<file path="config.mk">
export PLATFORM = sky130hd
export DESIGN_NAME = button_press_classifier_flat
export DESIGN_NICKNAME = d
export VERILOG_FILES = /design/src/rtl/button_press_classifier_pkg.sv /design/src/rtl/button_press_classifier_if.sv /design/src/rtl/btn_edge_detect.sv /design/src/rtl/button_press_classifier.sv /design/src/flat_wrapper.sv
export SDC_FILE = /design/constraint.sdc
export NUM_CORES = 1
export LEC_CHECK = 0
export BUFFER_PORTS_ARGS = -buffer_cell sky130_fd_sc_hd__buf_2
export CAP_MARGIN = 30
export CORE_MARGIN = 10
export CORE_UTILIZATION = 55
export CTS_CLUSTER_SIZE = 40
export DETAILED_ROUTE_END_ITERATION = 16
export PLACE_DENSITY = 0.78
export RECOVER_POWER = 25
export REMOVE_ABC_BUFFERS = 1
export SYNTH_ARGS = -nofsm -noshare
export SYNTH_HDL_FRONTEND = slang
export SYNTH_SLANG_ARGS = --single-unit
</file>
<file path="constraint.sdc">
create_clock -name Clk -period 7.15 [get_ports Clk]
set_input_delay 0.3575 -clock Clk [delete_from_list [all_inputs] [get_ports Clk]]
set_output_delay 0.3575 -clock Clk [all_outputs]
set_load 0.02 [all_outputs]
</file>
<file path="src/rtl/button_press_classifier_pkg.sv">
// Shared types and helpers for the button press classifier.
// Build option: BTN_AUTOREPEAT_EN enables auto-repeat in long hold.
package btn_pkg;

   typedef enum logic [1:0] {IDLE, PRESSED, LONG_HELD} btn_state_t;

   function automatic int ms_to_cycles(input int clk_hz, input int ms);
      return clk_hz / 1000 * ms;
   endfunction

   function automatic int max2(input int a, input int b);
      return (a > b) ? a : b;
   endfunction

endpackage

</file>
<file path="src/rtl/button_press_classifier_if.sv">
// Button level in, classified events out.
// Build option: BTN_AUTOREPEAT_EN (repeat_o stays 0 when undefined).
interface button_press_classifier_if;
   logic btn_db;
   logic press_o;
   logic release_o;
   logic short_o;
   logic long_o;
   logic repeat_o;
   logic held_o;
   logic toggle_o;

   modport master (
      output btn_db,
      input  press_o, release_o, short_o, long_o,
      input  repeat_o, held_o, toggle_o
   );

   modport slave (
      input  btn_db,
      output press_o, release_o, short_o, long_o,
      output repeat_o, held_o, toggle_o
   );
endinterface

</file>
<file path="src/rtl/btn_edge_detect.sv">
// Samples the debounced level and derives rise/fall strobes.
// Build option: none (BTN_AUTOREPEAT_EN affects the top only).
module btn_edge_detect #(
   parameter bit ACTIVE_HIGH = 1'b1
) (
   input  logic Clk,
   input  logic Reset_n,
   input  logic btn_db,
   output logic rise,
   output logic fall
);

   logic lvl;
   logic lvl_r;
   logic lvl_q;

   assign lvl = ACTIVE_HIGH ? btn_db : ~btn_db;

   // Both stages reset "pressed" so a button held through reset is ignored.
   always_ff @(posedge Clk or negedge Reset_n) begin
      if (!Reset_n) begin
         lvl_r <= 1'b1;
         lvl_q <= 1'b1;
      end else begin
         lvl_r <= lvl;
         lvl_q <= lvl_r;
      end
   end

   assign rise = lvl_r & ~lvl_q;
   assign fall = ~lvl_r & lvl_q;

endmodule

</file>
<file path="src/rtl/button_press_classifier.sv">
// Turns a debounced button level into press/release/short/long events.
// Build option: BTN_AUTOREPEAT_EN adds repeat pulses while long-held.
module button_press_classifier
   import btn_pkg::*;
#(
   parameter int CLK_HZ      = 100_000_000,
   parameter int LONG_MS     = 1000,
   parameter int REPEAT_MS   = 200,
   parameter bit ACTIVE_HIGH = 1'b1
) (
   input  logic Clk,
   input  logic Reset_n,
   button_press_classifier_if.slave bus
);

   localparam int LONG_CYC = ms_to_cycles(CLK_HZ, LONG_MS);
   localparam int REP_CYC  = ms_to_cycles(CLK_HZ, REPEAT_MS);
   localparam int CW       = $clog2(max2(LONG_CYC, REP_CYC) + 1);

   localparam logic [CW-1:0] CNT_MAX   = '1;
   localparam logic [CW-1:0] LONG_LAST = CW'(LONG_CYC - 1);
`ifdef BTN_AUTOREPEAT_EN
   localparam logic [CW-1:0] REP_LAST  = CW'(REP_CYC - 1);
`endif

   btn_state_t state_q, state_d;
   logic [CW-1:0] cnt_q, cnt_d, cnt_inc;
   logic rise, fall;
   logic press_q, press_d;
   logic rel_q, rel_d;
   logic short_q, short_d;
   logic long_q, long_d;
   logic held_q, held_d;
   logic tog_q, tog_d;
`ifdef BTN_AUTOREPEAT_EN
   logic rep_q, rep_d;
`endif

   btn_edge_detect #(
      .ACTIVE_HIGH (ACTIVE_HIGH)
   ) u_edge (
      .Clk     (Clk),
      .Reset_n (Reset_n),
      .btn_db  (bus.btn_db),
      .rise    (rise),
      .fall    (fall)
   );

   assign cnt_inc = (cnt_q == CNT_MAX) ? cnt_q : cnt_q + CW'(1);

   // Next-state, counter and event decode; release beats long/repeat.
   always_comb begin
      state_d = state_q;
      cnt_d   = cnt_q;
      press_d = 1'b0;
      rel_d   = 1'b0;
      short_d = 1'b0;
      long_d  = 1'b0;
      tog_d   = tog_q;
`ifdef BTN_AUTOREPEAT_EN
      rep_d   = 1'b0;
`endif
      unique case (state_q)
         IDLE: begin
            if (rise) begin
               state_d = PRESSED;
               cnt_d   = '0;
               press_d = 1'b1;
            end
         end
         PRESSED: begin
            if (fall) begin
               state_d = IDLE;
               cnt_d   = '0;
               short_d = 1'b1;
               rel_d   = 1'b1;
               tog_d   = ~tog_q;
            end else if (cnt_q == LONG_LAST) begin
               state_d = LONG_HELD;
               cnt_d   = '0;
               long_d  = 1'b1;
            end else begin
               cnt_d = cnt_inc;
            end
         end
         LONG_HELD: begin
            if (fall) begin
               state_d = IDLE;
               cnt_d   = '0;
               rel_d   = 1'b1;
            end
`ifdef BTN_AUTOREPEAT_EN
            else if (cnt_q == REP_LAST) begin
               cnt_d = '0;
               rep_d = 1'b1;
            end else begin
               cnt_d = cnt_inc;
            end
`endif
         end
         default: begin
            state_d = IDLE;
            cnt_d   = '0;
         end
      endcase
      held_d = (state_d != IDLE);
   end

   // State, counter and registered outputs.
   always_ff @(posedge Clk or negedge Reset_n) begin
      if (!Reset_n) begin
         state_q <= IDLE;
         cnt_q   <= '0;
         press_q <= 1'b0;
         rel_q   <= 1'b0;
         short_q <= 1'b0;
         long_q  <= 1'b0;
         held_q  <= 1'b0;
         tog_q   <= 1'b0;
      end else begin
         state_q <= state_d;
         cnt_q   <= cnt_d;
         press_q <= press_d;
         rel_q   <= rel_d;
         short_q <= short_d;
         long_q  <= long_d;
         held_q  <= held_d;
         tog_q   <= tog_d;
      end
   end

`ifdef BTN_AUTOREPEAT_EN
   // Registered repeat pulse.
   always_ff @(posedge Clk or negedge Reset_n) begin
      if (!Reset_n) rep_q <= 1'b0;
      else          rep_q <= rep_d;
   end
   assign bus.repeat_o = rep_q;
`else
   assign bus.repeat_o = 1'b0;
`endif

   assign bus.press_o   = press_q;
   assign bus.release_o = rel_q;
   assign bus.short_o   = short_q;
   assign bus.long_o    = long_q;
   assign bus.held_o    = held_q;
   assign bus.toggle_o  = tog_q;

endmodule
</file>
<file path="src/flat_wrapper.sv">
// flat-port wrapper written by rule: the top's interface ports become plain ports
module button_press_classifier_flat import btn_pkg::*;
#(
   parameter int CLK_HZ      = 100_000_000,
   parameter int LONG_MS     = 1000,
   parameter int REPEAT_MS   = 200,
   parameter bit ACTIVE_HIGH = 1'b1
)
  (Clk, Reset_n, bus_btn_db, bus_press_o, bus_release_o, bus_short_o, bus_long_o, bus_repeat_o, bus_held_o, bus_toggle_o);
  button_press_classifier_if bus_i ();
  input  logic Clk;
  input  logic Reset_n;
  input wire logic [$bits(bus_i.btn_db)-1:0] bus_btn_db;
  output wire logic [$bits(bus_i.press_o)-1:0] bus_press_o;
  output wire logic [$bits(bus_i.release_o)-1:0] bus_release_o;
  output wire logic [$bits(bus_i.short_o)-1:0] bus_short_o;
  output wire logic [$bits(bus_i.long_o)-1:0] bus_long_o;
  output wire logic [$bits(bus_i.repeat_o)-1:0] bus_repeat_o;
  output wire logic [$bits(bus_i.held_o)-1:0] bus_held_o;
  output wire logic [$bits(bus_i.toggle_o)-1:0] bus_toggle_o;
  assign bus_i.btn_db = bus_btn_db;
  assign bus_press_o = bus_i.press_o;
  assign bus_release_o = bus_i.release_o;
  assign bus_short_o = bus_i.short_o;
  assign bus_long_o = bus_i.long_o;
  assign bus_repeat_o = bus_i.repeat_o;
  assign bus_held_o = bus_i.held_o;
  assign bus_toggle_o = bus_i.toggle_o;
  button_press_classifier #(.CLK_HZ(CLK_HZ), .LONG_MS(LONG_MS), .REPEAT_MS(REPEAT_MS), .ACTIVE_HIGH(ACTIVE_HIGH)) u_core (.Clk(Clk), .Reset_n(Reset_n), .bus(bus_i));
endmodule
</file>
==> qor.txt, run 1 <==
STA
--------------------------------------------------------------------------------------
Unrepaired setup endpoints after global routing                                     no
Worst relative slew slack                                                      -0.2962
Worst-margin pin slew                                                         1.944 ns
Shortest period the worst path allows                                         2.791 ns
Worst path setup slack after routing                                          4.359 ns
Share of the cycle needed by the critical path after routing                    0.3903
Clk_skew                                                                   0.004386 ns
WHS                                                                          0.1647 ns
Timing-limited maximum frequency                                             358.3 MHz
Final setup TNS                                                                   0 ns
Final hold viol count                                                                0
Pins over their slew limit                                                          38
Final setup violation count                                                          0

FINISH
--------------------------------------------------------------------------------------
Final net count                                                                    241
Share of final-layout standard cells stronger than drive strength 1             0.1068
Antenna diodes                                                                       0
Sequential cell area                                                       928.4 sq um
Leading cell types in the layout, fill and taps excluded                  sky130_fd_sc_hd__dfrtp_1, sky130_fd_sc_hd__o21ai_0, sky130_fd_sc_hd__nand2_1
Leading cell type in the layout, fill and taps excluded                   sky130_fd_sc_hd__dfrtp_1
Filler cell count                                                                  317
Footprint of the multi-input gates                                          1074 sq um
Synthesis-to-layout area growth                                                 6.202%

YOSYS
--------------------------------------------------------------------------------------
Syn avg cell area                                                          9.123 sq um
Number of synthesis warnings                                                         0
Area of the mapped netlist                                                  2098 sq um
Post-synth top area cell                                                  sky130_fd_sc_hd__dfrtp_1
Async set or reset register ratio after synthesis                                1.000
Number of distinct standard cells referenced by the synthesized netlist             45
Area fraction of the dominant cell type after synthesis                         0.4174
Number of enable-type register cells in the synthesized netlist                      0
Leading cell types by total area after synthesis                          sky130_fd_sc_hd__dfrtp_1, sky130_fd_sc_hd__o21ai_0, sky130_fd_sc_hd__a21oi_1, sky130_fd_sc_hd__nand2_1, sky130_fd_sc_hd__ha_1
FF+latch count, synth                                                               37
Number of instances in the synthesized netlist                                     230
Most used flip-flop cell after synthesis                                  sky130_fd_sc_hd__dfrtp_1
Share of the yosys chip area belonging to registers                             0.4425

CRITICAL PATH
--------------------------------------------------------------------------------------
Bufs and invs on worst path                                                          0
Critical path data arrival time                                                2.97 ns
WP data required                                                               7.33 ns
Category of the worst setup path launch point                                flip-flop
Biggest fanout along the worst timing path                                          26
Crit-path slowest cell                                                    sky130_fd_sc_hd__a31o_2
CP cell instances                                                         or4_1, nor4_1, a31o_2, nor2_1, and3_1, o22a_1
Kind of cell adding the most delay to the critical path                   simple AND/OR/NAND/NOR gates
Number of cells on the critical path                                                 6
Worst r2r path cells                                                                 6
Kind of critical path                                                          reg2reg
Largest stage delay, worst path                                                0.57 ns
Endpoint class of the critical path                                          flip-flop

POWER
--------------------------------------------------------------------------------------
Fraction of power spent switching nets                                          0.3490
Clock network power share                                                        0.287
Areal power density over the cells                                        252.1 nW/um^2
Switching component of the power                                             0.1961 mW
Combinational fraction of design power                                           0.289
Power share of the sequential group                                              0.425
Worst voltage drop across the vdd grid                                        132.5 uV
Leakage                                                                      0.9378 nW
P_int                                                                        0.3657 mW

FLOORPLANNING
--------------------------------------------------------------------------------------
Die outline height                                                            81.77 um
Row count                                                                           22
I/O pin cnt                                                                         10
Die Area                                                                    6686 sq um
Starting density of the core                                                    0.5689
Die X                                                                         81.77 um
Area of the core                                                            3689 sq um

PLACED DESIGN
--------------------------------------------------------------------------------------
Setup slack after placement                                                   4.417 ns
Detailed-placement wirelength estimate                                         3180 um
Port Buffers                                                                         8
Final weighted congestion of routability-driven global placement                0.9084

ROUTE
--------------------------------------------------------------------------------------
Number of design rule violations left after detail routing                           0
Number of iterations in the first detailed-routing pass                              4
Routed wire length per instance                                               16.35 um
Via/cell ratio                                                                   6.358
Routed wire length                                                             4611 um
Routed Antenna Nets                                                                  0
Total via count after detailed routing                                            1793
Iter 0 DRT Violations                                                              146

WORST HOLD PATH
--------------------------------------------------------------------------------------
Cells on Worst Hold Path                                                             1
Type of the tightest min-delay check                                            in2reg

STATUS
--------------------------------------------------------------------------------------
Run status                                                                finished with violations
Violations in the final reports                                           capacitance limit, slew limit

CLOCK TREE
--------------------------------------------------------------------------------------
Root Driver                                                               sky130_fd_sc_hd__clkbuf_8
TritonCTS Sinks                                                                     37
Number of hold-repair buffers added at the cts stage                                 0
CTS clock-pin slew for the worst setup and hold paths                          0.07 ns
Setup bufs post-CTS                                                                  0
Clock latency on the worst-skew pair                                           0.29 ns
TritonCTS Buffers                                                                    5
Resize count post-CTS                                                                0
Max Buffers Root-to-Sink                                                             2
Maximum level of the CTS H-tree                                                      2
Clock tree from TritonCTS                                                        built

GRT
--------------------------------------------------------------------------------------
Largest net degree at the start of global routing                                   38
Global router's overall resource usage                                          0.1513
Wire length of the first global-routing pass                                   8052 um
Vias in the first global route                                                    1682
Antenna violations before repair                                                     0
Remaining Overflow, GRT                                                              0

FLOW RUN
--------------------------------------------------------------------------------------
Count of maximum capacitance violations                                              1

-- cells by family (layout without fill, tap and decap cells) --
family          Yosys count  count (layout)  share of synthesized area
simple gates             86              86                     0.2296
compound gates           82              82                     0.2463
flops                    37              37                     0.4425
buf+inv                  18              22                    0.04591
fa+ha+maj                 5               5                    0.02982
other cells               1               1                   0.001787
xor+xnor                  1               1                   0.004175
-- path summary, 6_finish.rpt --
| check | start | endpoint | slack [ns] |
|---|---|---|---|
| min in group asynchronous | Reset_n | u_core.bus.press_o | 0.61 |
| max reg2reg | u_core.cnt_q[9] | u_core.cnt_q[16] | 4.36 |
| max in group asynchronous | Reset_n | u_core.cnt_q[17] | 5.44 |
| max | u_core.cnt_q[9] | u_core.cnt_q[16] | 4.36 |
| min | bus_btn_db | u_core.u_edge.lvl_r | 0.16 |
| min reg2reg | u_core.u_edge.lvl_r | u_core.u_edge.lvl_q | 0.44 |
-- flip-flops by register name, summed over array words and instances, names as in the netlist --
register              flops
u_core.bus.short_o        1
u_core.bus.held_o         1
u_core.bus.press_o        1
u_core.u_edge.lvl_r       1
u_core.bus.long_o         1
u_core.u_edge.lvl_q       1
u_core.cnt_q             27
u_core.state_q            2
u_core.bus.toggle_o       1
u_core.bus.release_o      1
-- Yosys cell counts, types with 2 or more instances --
library cell,n
sky130_fd_sc_hd__nand2_1,18
sky130_fd_sc_hd__a41oi_1,5
sky130_fd_sc_hd__and2_1,5
sky130_fd_sc_hd__nor4_1,5
sky130_fd_sc_hd__a21oi_1,17
sky130_fd_sc_hd__a211oi_1,2
sky130_fd_sc_hd__o21ai_1,3
sky130_fd_sc_hd__and4_1,4
sky130_fd_sc_hd__buf_6,2
sky130_fd_sc_hd__o41ai_1,2
sky130_fd_sc_hd__clkbuf_1,4
sky130_fd_sc_hd__a21o_1,3
sky130_fd_sc_hd__or3_1,2
sky130_fd_sc_hd__nor3_1,6
sky130_fd_sc_hd__nand4_1,4
sky130_fd_sc_hd__nor2_1,10
sky130_fd_sc_hd__a31o_2,3
sky130_fd_sc_hd__o31ai_1,6
sky130_fd_sc_hd__a31oi_1,8
sky130_fd_sc_hd__buf_4,2
sky130_fd_sc_hd__dfstp_2,2
sky130_fd_sc_hd__inv_1,5
sky130_fd_sc_hd__buf_2,5
sky130_fd_sc_hd__o21ai_0,27
sky130_fd_sc_hd__nor2b_1,2
sky130_fd_sc_hd__dfrtp_1,35
sky130_fd_sc_hd__or4_1,2
sky130_fd_sc_hd__and3_1,8
sky130_fd_sc_hd__ha_1,5
sky130_fd_sc_hd__nand3_1,12
sky130_fd_sc_hd__nand2b_1,2
-- power by group through the flow --
stage | logic [mW] | registers (mW) | clock network [mW]
after floorplan | 0.0997 | 0.251 | 0
after global placement | 0.157 | 0.242 | 0
after detailed placement | 0.162 | 0.243 | 0
after CTS | 0.163 | 0.239 | 0.165
after global routing | 0.184 | 0.241 | 0.171
final | 0.162 | 0.239 | 0.161
-- metrics by stage --
stage	cell area, sq um	power [mW]	instances	utilization
6_report	2228	0.5617	282	0.6041
5_1_grt	2228	0.5970	282	0.6041
4_1_cts	2230	0.5664	282	0.6045
3_5_place_dp	2128	0.4047	274	0.5770
3_3_place_gp	2128	0.3987	274	0.5770
2_1_floorplan	2021	0.3511	217	-
-- routing by layer --
| layer | GRT usage | vias to the layer above | share of wire |
|---|---|---|---|
| met5 | 0 | - | 0 |
| met4 | 0.06122 | 0 | 0.011 |
| met3 | 0.03603 | 6 | 0.062 |
| met2 | 0.2398 | 53 | 0.46 |
| met1 | 0.1940 | 856 | 0.47 |
| li1 | - | 878 | - |
-- layout make-up --
type	count	share of cell area
timing repair buffer	9	0.02077
clock buffer	7	0.04323
inverter	5	0.008422
clock inverter	1	0.002246
sequential	37	0.4166
multi-input combinational	175	0.4818
tap	48	0.02695
Note: power is estimated with default switching activity, not from simulation.
==> inputs of run 2 (changes only) <==
- PLACE_DENSITY: 0.78 -> 0.8
- clock period: 7.15 -> 2.4 ns (I/O delays scaled with it)
==> qor.txt, run 2 (synthesis gave the netlist of run 1 again) <==
STATUS
----------------------------------------------------------------------------------
Run status                                                            finished clean

FINISH
----------------------------------------------------------------------------------
Antenna diodes                                                                   0   unchanged
Leading cell types in the layout, fill and taps excluded              sky130_fd_sc_hd__dfrtp_1, sky130_fd_sc_hd__o21ai_0, sky130_fd_sc_hd__buf_4
Top flop regs                                                         u_core.cnt_q (27), u_core.state_q (2)
Final net count                                                                265   +10%
Share of final-layout standard cells stronger than drive strength 1         0.1899   +0.08308
Leading cell type in the layout, fill and taps excluded               sky130_fd_sc_hd__dfrtp_1
Register ranked first by flip-flop count                              u_core.cnt_q
Filler cell count                                                              306   -3.5%
Number of flip-flops in the largest register                                    27   unchanged
Synthesis-to-layout area growth                                             16.99%

ROUTE
----------------------------------------------------------------------------------
Routed wire length per instance                                           15.96 um   -2.4%
Routed wire length                                                         4885 um   +5.9%
Number of iterations in the first detailed-routing pass                          4   unchanged
Routed Antenna Nets                                                              0   unchanged
Detailed route wirelength on metal3                                         366 um   +28%
Total via count after detailed routing                                        1898   +5.9%
Met1 wire length                                                           2112 um   -2.2%
Number of design rule violations left after detail routing                       0   unchanged
Top layer reached by signal wires                                             met4
Iter 0 DRT Violations                                                          152   +4.1%
Via/cell ratio                                                               6.203   -2.4%
Total met2 wirelength after detailed routing                               2301 um   +8.9%

GRT
----------------------------------------------------------------------------------
Vias in the first global route                                                1801   +7.1%
Wire length of the first global-routing pass                               8576 um   +6.5%
Remaining Overflow, GRT                                                          0   unchanged
Global router's overall resource usage                                      0.1612   +0.009955
Antenna violations before repair                                                 0   unchanged
Largest net degree at the start of global routing                               38   unchanged

CRITICAL PATH
----------------------------------------------------------------------------------
WP data required                                                           2.57 ns   -4.76 ns
Critical path data arrival time                                            2.43 ns   -0.54 ns
Worst r2r path cells                                                             6   unchanged
Category of the worst setup path launch point                            flip-flop
Worst-case register-to-register setup slack                                0.15 ns   -4.21 ns
Biggest fanout along the worst timing path                                       4   -85%
Endpoint class of the critical path                                      flip-flop
Reg2reg end                                                           u_core.bus.held_o
Kind of critical path                                                      reg2reg
Launching element of the worst setup path                             u_core.cnt_q[11]
Startpoint of the lowest-slack register-to-register path              u_core.cnt_q[11]

STA
----------------------------------------------------------------------------------
Worst relative slew slack                                                   0.4000   +0.6962
Final setup violation count                                                      0   unchanged
Unrepaired setup endpoints after global routing                                 no
Worst path setup slack after routing                                     0.1482 ns   -4.211 ns
Shortest period the worst path allows                                     2.252 ns   -0.5392 ns
Timing-limited maximum frequency                                         444.1 MHz   +24%
Pins over their slew limit                                                       0   -100%
Worst-margin pin slew                                                    0.9001 ns   -1.044 ns
Share of the cycle needed by the critical path after routing                0.9383   +0.5479
Clk_skew                                                               0.004688 ns   +0.0003013 ns
Final hold viol count                                                            0   unchanged
Final setup TNS                                                               0 ns   unchanged

CLOCK TREE
----------------------------------------------------------------------------------
Clock tree from TritonCTS                                                    built
CTS clock-pin slew for the worst setup and hold paths                      0.07 ns   about the same
TritonCTS Buffers                                                                5   unchanged
Root Driver                                                           sky130_fd_sc_hd__clkbuf_8
Max Buffers Root-to-Sink                                                         2   unchanged
TritonCTS Sinks                                                                 37   unchanged
Maximum level of the CTS H-tree                                                  2   unchanged
Clock latency on the worst-skew pair                                       0.29 ns   about the same

WORST HOLD PATH
----------------------------------------------------------------------------------
Cells on Worst Hold Path                                                         0   -1
Type of the tightest min-delay check                                       reg2reg
Worst hold start                                                      u_core.u_edge.lvl_r
End point of the most critical hold path                              u_core.u_edge.lvl_q

FLOORPLANNING
----------------------------------------------------------------------------------
Die X                                                                     81.77 um   unchanged
I/O pin cnt                                                                     10   unchanged
Die outline height                                                        81.77 um   unchanged
Die Area                                                                6686 sq um   unchanged
Starting density of the core                                                0.5689   unchanged
Row count                                                                       22   unchanged
Area of the core                                                        3689 sq um   unchanged

PLACED DESIGN
----------------------------------------------------------------------------------
Final weighted congestion of routability-driven global placement            0.9791   +7.8%
Setup slack after placement                                            -0.05056 ns   -4.468 ns
Detailed-placement wirelength estimate                                     3390 um   +6.6%
Port Buffers                                                                     8   unchanged

POWER
----------------------------------------------------------------------------------
Sum of internal, switching and leakage power                              1.729 mW   +210%
Areal power density over the cells                                    704.2 nW/um^2   +180%
Leakage                                                                   1.047 nW   +12%
Worst voltage drop across the vdd grid                                    385.5 uV   +190%

FLOW RUN
----------------------------------------------------------------------------------
Count of maximum capacitance violations                                          0   -1

==> run 2: what timing repair did <==
item	CTS	global route
gates resized for setup	2	6
hold buffers	2	0
setup buffers	0	0
endpoints found under the setup margin	11	14
hold endpoints to repair	36	0
cloned	0	0
==> run 2: routing by layer <==
| metal | GRT usage | up-vias |
|---|---|---|
| met2 | 0.2500 | 77 |
| met5 | 0 | - |
| met4 | 0.05952 | 0 |
| met3 | 0.04039 | 15 |
| li1 | - | 926 |
| met1 | 0.2125 | 880 |
==> run 2: worst max-delay path by stage <==
stage	slack, ns	cells past startpoint	to
after floorplan	-0.05	6	u_core.cnt_q[16]
after global placement	0.03	6	u_core.cnt_q[16]
after detailed placement	-0.05	8	u_core.cnt_q[17]
after CTS	0.05	8	u_core.cnt_q[21]
after global routing	0.02	8	u_core.cnt_q[17]
final	0.15	6	u_core.bus.held_o
==> run 2: area by class of cell <==
type                    instances  area [sq um]  area share
repair buffers                 33         237.7     0.09684
clock buffers                   7         96.34     0.03925
multi-input cells             175          1109      0.4516
flip-flops and latches         37         928.4      0.3782
clock inverters                 1         5.005    0.002039
well taps                      48         60.06     0.02446
inverters                       5         18.77    0.007645
==> run 2: through the flow <==
step	util	area [sq um]	hold slack [ns]	instances
finish	0.6655	2455	0.4332	306
global placement	0.6252	2306	0.2247	296
global route	0.6655	2455	0.4440	306
CTS	0.6604	2436	0.4021	306
detailed placement	0.6252	2306	0.2278	296
floorplan	-	2021	-0.1756	217
==> run 2: critical path, cell delays in order, from the launching register on <==
cell	delay, ns
sky130_fd_sc_hd__dfrtp_1	0.42
sky130_fd_sc_hd__or4_1	0.51
sky130_fd_sc_hd__nor4_2	0.37
sky130_fd_sc_hd__nand3_1	0.18
sky130_fd_sc_hd__a211oi_1	0.26
sky130_fd_sc_hd__a211oi_1	0.10
sky130_fd_sc_hd__or2_2	0.30
==> run 2: power by group <==
group	total (mW)	leakage [nW]	switching [mW]	internal, mW
clock	0.476	0.0542	0.216	0.259
sequential	0.712	0.501	0.0363	0.676
combinational	0.541	0.491	0.345	0.196
total	1.73	1.05	0.598	1.13
